$ cat src/rtl/ram_dp_mem_if.sv
// ram_dp_mem_if: write/read bus for ram_dp_mem
// master drives write/read requests; slave returns read data, status and write error.
interface ram_dp_mem_if #(
    parameter int DATA_W = 32,
    parameter int ADDR_W = 4
);
    logic                wr_enb;
    logic [ADDR_W-1:0]   wr_addr;
    logic [DATA_W-1:0]   wr_data;
    logic [DATA_W/8-1:0] wr_be;
    logic                rd_enb;
    logic [ADDR_W-1:0]   rd_addr;
    logic [DATA_W-1:0]   rd_data;
    logic                rd_valid;
    logic                rd_err;
    logic                wr_err;
    modport master (
        output wr_enb, wr_addr, wr_data, wr_be, rd_enb, rd_addr,
        input  rd_data, rd_valid, rd_err, wr_err
    );
    modport slave (
        input  wr_enb, wr_addr, wr_data, wr_be, rd_enb, rd_addr,
        output rd_data, rd_valid, rd_err, wr_err
    );
endinterface

$ cat src/rtl/ram_dp_mem.sv
// ram_dp_mem: byte-enabled simple dual-port RAM, write-first, pipelined reads (RD_LAT 1 or 2)
// Ports: clk, rst (sync, active high); bus (slave): write port wr_enb/wr_addr/wr_data/wr_be,
// read port rd_enb/rd_addr, responses rd_data/rd_valid/rd_err, and wr_err for out-of-range writes.
module ram_dp_mem #(
    parameter int DATA_W = 32,
    parameter int ADDR_W = 4,
    parameter int DEPTH  = 16,
    parameter int RD_LAT = 1
) (
    input logic         clk,
    input logic         rst,
    ram_dp_mem_if.slave bus
);
    localparam int NB = DATA_W / 8;
    // One extra bit so DEPTH == 2**ADDR_W is representable and the compare never wraps.
    localparam logic [ADDR_W:0] DEPTH_W = (ADDR_W + 1)'(DEPTH);

    logic [DATA_W-1:0] mem_q [DEPTH];
    logic [DATA_W-1:0] mem_d [DEPTH];
    logic [DATA_W-1:0] rd_word;
    logic [DATA_W-1:0] d1_q;
    logic              wr_in, rd_in, wr_err_q, v1_q, e1_q;

    assign wr_in = {1'b0, bus.wr_addr} < DEPTH_W;
    assign rd_in = {1'b0, bus.rd_addr} < DEPTH_W;
    assign bus.wr_err = wr_err_q;

    // Read from the post-write image so a same-cycle collision is write-first;
    // an out-of-range address matches no word and yields zero.
    always_comb begin
        mem_d = mem_q;
        rd_word = '0;
        for (int i = 0; i < DEPTH; i++) begin
            for (int b = 0; b < NB; b++)
                if (bus.wr_enb && wr_in && bus.wr_addr == ADDR_W'(i) && bus.wr_be[b])
                    mem_d[i][8*b +: 8] = bus.wr_data[8*b +: 8];
            if (bus.rd_addr == ADDR_W'(i)) rd_word = mem_d[i];
        end
    end

    always_ff @(posedge clk) begin
        if (rst) begin
            mem_q    <= '{default: '0};
            wr_err_q <= 1'b0;
            v1_q     <= 1'b0;
            e1_q     <= 1'b0;
            d1_q     <= '0;
        end else begin
            mem_q    <= mem_d;
            wr_err_q <= bus.wr_enb && !wr_in;
            v1_q     <= bus.rd_enb;
            e1_q     <= bus.rd_enb && !rd_in;
            if (bus.rd_enb) d1_q <= rd_word;
        end
    end

    if (RD_LAT == 2) begin : g_lat2
        logic [DATA_W-1:0] d2_q;
        logic              v2_q, e2_q;
        always_ff @(posedge clk) begin
            if (rst) begin
                v2_q <= 1'b0;
                e2_q <= 1'b0;
                d2_q <= '0;
            end else begin
                v2_q <= v1_q;
                e2_q <= e1_q;
                if (v1_q) d2_q <= d1_q;
            end
        end
        assign bus.rd_valid = v2_q;
        assign bus.rd_err   = e2_q;
        assign bus.rd_data  = d2_q;
    end else begin : g_lat1
        assign bus.rd_valid = v1_q;
        assign bus.rd_err   = e1_q;
        assign bus.rd_data  = d1_q;
    end
endmodule

$ cat src/flat_wrapper.sv
// flat-port wrapper written by rule: the top's interface ports become plain ports
module ram_dp_mem_flat 
#(
    parameter int DATA_W = 32,
    parameter int ADDR_W = 4,
    parameter int DEPTH  = 16,
    parameter int RD_LAT = 1
)
  (clk, rst, bus_wr_enb, bus_wr_addr, bus_wr_data, bus_wr_be, bus_rd_enb, bus_rd_addr, bus_rd_data, bus_rd_valid, bus_rd_err, bus_wr_err);
  ram_dp_mem_if #(.DATA_W(DATA_W), .ADDR_W(ADDR_W)) bus_i ();
  input logic clk;
  input logic rst;
  input wire logic [$bits(bus_i.wr_enb)-1:0] bus_wr_enb;
  input wire logic [$bits(bus_i.wr_addr)-1:0] bus_wr_addr;
  input wire logic [$bits(bus_i.wr_data)-1:0] bus_wr_data;
  input wire logic [$bits(bus_i.wr_be)-1:0] bus_wr_be;
  input wire logic [$bits(bus_i.rd_enb)-1:0] bus_rd_enb;
  input wire logic [$bits(bus_i.rd_addr)-1:0] bus_rd_addr;
  output wire logic [$bits(bus_i.rd_data)-1:0] bus_rd_data;
  output wire logic [$bits(bus_i.rd_valid)-1:0] bus_rd_valid;
  output wire logic [$bits(bus_i.rd_err)-1:0] bus_rd_err;
  output wire logic [$bits(bus_i.wr_err)-1:0] bus_wr_err;
  assign bus_i.wr_enb = bus_wr_enb;
  assign bus_i.wr_addr = bus_wr_addr;
  assign bus_i.wr_data = bus_wr_data;
  assign bus_i.wr_be = bus_wr_be;
  assign bus_i.rd_enb = bus_rd_enb;
  assign bus_i.rd_addr = bus_rd_addr;
  assign bus_rd_data = bus_i.rd_data;
  assign bus_rd_valid = bus_i.rd_valid;
  assign bus_rd_err = bus_i.rd_err;
  assign bus_wr_err = bus_i.wr_err;
  ram_dp_mem #(.DATA_W(DATA_W), .ADDR_W(ADDR_W), .DEPTH(DEPTH), .RD_LAT(RD_LAT)) u_core (.clk(clk), .rst(rst), .bus(bus_i));
endmodule
$ cat config.mk
export PLATFORM = sky130hd
export DESIGN_NAME = ram_dp_mem_flat
export DESIGN_NICKNAME = d
export VERILOG_FILES = /design/src/rtl/ram_dp_mem_if.sv /design/src/rtl/ram_dp_mem.sv /design/src/flat_wrapper.sv
export SDC_FILE = /design/constraint.sdc
export NUM_CORES = 1
export LEC_CHECK = 0
export ABC_AREA = 1
export BUFFER_PORTS_ARGS = -buffer_cell sky130_fd_sc_hd__clkbuf_2
export CORE_MARGIN = 3
export CORE_UTILIZATION = 40
export CTS_CLUSTER_SIZE = 28
export DETAILED_ROUTE_END_ITERATION = 10
export PLACE_DENSITY_LB_ADDON = 0.2
export SLEW_MARGIN = 20
export SYNTH_ARGS = -nofsm -noshare
export SYNTH_HDL_FRONTEND = slang
export SYNTH_SLANG_ARGS = --single-unit
export TNS_END_PERCENT = 10
$ cat constraint.sdc
create_clock -name clk -period 2.8 [get_ports clk]
set_input_delay 0.42 -clock clk [delete_from_list [all_inputs] [get_ports clk]]
set_output_delay 0.42 -clock clk [all_outputs]
set_load 0.01 [all_outputs]
==> impl_metrics.toml <==
[synthesis]
synth_seq_cells = 545
syn_area_per_cell_um2 = 6.46
synth_most_common_cell = "nor2_1"
synth_top_area_share_pct = 43.2
synthTopCellsByCount = "890 x nor2_1, 761 x nand2_1, 545 x dfxtp_1"
syn_inst = 3908
yosysWarnings = 0
synthTopCellsByArea = "dfxtp_1 43%, nor2_1 13%, nand2_1 11%"
synth_seq_area_share_pct = 43.2
synth_edf_count = 0
async_reset_ff_share_pct = 0
synth_flop_cell = "dfxtp_1"
synth_area_mm2 = 0.0252
yosys.area.top_type = "dfxtp_1"
synth_cell_types = 28

[critical_path]
cpLargestDelayFamily = "simple AND/OR/NAND/NOR gates"
end_kind = "register"
ff2ff_setup_slack_ns = 1.09
r2r_end = "u_core.bus.rd_data[3]"
cpPeakStageDelay_ns = 0.59
critPathKind = "input port to register"
r2r_start = "u_core.mem_q[419]"
crit_required_ns = 3.29
path_depth = 10
crit_chain = "clkbuf_2, nand3_1, nor2_1, nand2_1, a21oi_1, o21ai_0, inv_1, nand4_1, nand2_1, a21oi_1"
cp-start-kind = "input port"
arrival_ns = 2.65
critPathBufInv = 2
r2r_cells = 12
cp_max_fo = 16
crit_slowest_cell = "nor2_1"

[place]
dp.final_hpwl_um = 53500
place_area_mm2 = 0.0275
portBuffers = 80
pre_cts_ws_ns = 0.0887
place.gp.congestion = 0.861

[cts]
clkSinkCount = 545
post_cts_resize_count = 0
cts_tree = "built"
cts.path.max_buffers = 3
path_clk_slew_ns = 0.06
cts_made_buffers = 57
cts_hold_buf = 0
cts_max_level = 2
clockRootBuffer = "clkbuf_16"
postCtsSetupRepairBufs = 0
insertion_delay_ns = 0.62

[timing]
timing.fmax_ghz = 0.464
fin_ws_ns = 0.646
skew_ns = 0.0109
grt_setup_unrepaired = "false"
fin_crit_sh_pct = 76.9
drv_slew = 0
worstMarginPinSlew_ns = 0.730
slew-limit-headroom_pct = 51.2
hold_viol = 0
setup_viol = 0
setup_tns_ns = 0
period_needed_ns = 2.15

[min_path]
whs_endpoint = "u_core.mem_q[300]"
hold_class = "input port to register"
min_path_cells = 3
hp-start = "bus_wr_data[12]"

[final_layout]
utilization_pct = 47.4
fin_area_mm2 = 0.0294
num-fill-cells = 6487
drive_above_1_share_pct = 11.2
syn2layout_area_growth_pct = 16.6
fin_nets = 4051

[grt]
grt_pass1_vias = 21100
gr-usage-met1_pct = 33.4
grt_util_met2_pct = 34.3
grt_max_degree = 82
grt_overflow_total = 0
grtUsageMet3_pct = 4.01
busiest_layer = "met2"
grt_pass1_wl_um = 120000
grt_usage_pct = 22.6
antenna_found_initial = 7

[floorplan]
num_rows = 91
initial_core_util_pct = 40.7
die_area_mm2 = 0.0662
die_h_um = 257
coreArea_mm2 = 0.0621
die_w_um = 257
pin_count = 83

[drt]
drt_iter0_drc = 1894
drc = 0
viasPerCell = 4.81
first_pass_iters = 5
ant_nets = 0
wirelength_um = 76200
num_vias = 23500
drt-wirelength-per-cell_um = 15.6

[power_and_ir_drop]
ir_drop_mv = 0.432
power_density_mw_per_mm2 = 573
power_mw = 16.9
p_leak_nw = 13.9

[outcome]
status = "completed"

[run]
drv_cap = 0
placed cells by master (no fill, tap or decap), drive strengths merged, types with 33 or more instances in the layout:
cell    instances
a21oi         237
buf           157
clkbuf        158
clkinv         40
dfxtp         545
inv           519
nand2         763
nand3         228
nand4         101
nor2          901
o21a           33
o21ai         232
or2           122
state kept, by name (all words and copies together), names as in the netlist:
name / count
u_core.bus.rd_data: 32
u_core.mem_q: 512
u_core.bus.rd_valid: 1
cells by family after synthesis:
| group | synth area share, % |
|---|---|
| and+or+nand+nor | 35.1 |
| buffers and inverters | 11.3 |
| DFF | 43.2 |
| AOI/OAI and AO/OA | 10.4 |
| other | 0.0149 |
routing by layer:
metal  part of all wire [%]  routed length, um
met1                     50              38300
met3                    6.1               4640
met2                     42              32000
met4                    1.6               1250
met5                      0                  0
where the power goes:
| part | switching [mW] | leakage, nW | total, mW | internal [mW] |
|---|---|---|---|---|
| clock | 3.23 | 0.962 | 7.84 | 4.61 |
| combinational | 0.822 | 8.57 | 1.14 | 0.317 |
| sequential | 0.0292 | 4.40 | 7.88 | 7.85 |
| total | 4.09 | 13.9 | 16.9 | 12.8 |
final cells by class:
class,count,area (um^2),share of cell area (%)
clock buffers,79,1630,5.54
flip-flops and latches,545,10900,37.1
repair buffers,236,1990,6.77
clock inverters,26,298,1.01
diodes,6,15.0,0.0510
multi-input cells,2623,11500,39.1
inverters,540,2030,6.89
well taps,837,1050,3.56
worst max-delay path by stage:
stage,startpoint,endpoint,slack (ns)
global route,bus_wr_addr[3],u_core.bus.rd_data[1],0.38
finish,bus_wr_enb,u_core.bus.rd_data[11],0.65
detailed placement,bus_wr_addr[3],u_core.bus.rd_data[29],0.09
CTS,bus_wr_be[0],u_core.bus.rd_data[2],0.73
global placement,bus_wr_be[0],u_core.bus.rd_data[5],0.1
floorplan,bus_wr_enb,u_core.bus.rd_data[21],0.66
per-stage QoR:
step                      hold slack, ns  cells
after CTS                          0.185   4886
after global placement             0.450   4781
after detailed placement           0.458   4781
final                              0.228   4892
after floorplan                    0.440   3909
after global routing               0.239   4889
worst reg2reg max path: cells and delay by family (launching register included):
kind / cells / cell delay, ns
flops: 1 / 0.30
compound gates: 1 / 0.05
simple gates: 10 / 1.20
buf+inv: 1 / 0.04
Power figures use the tool's default switching activity.
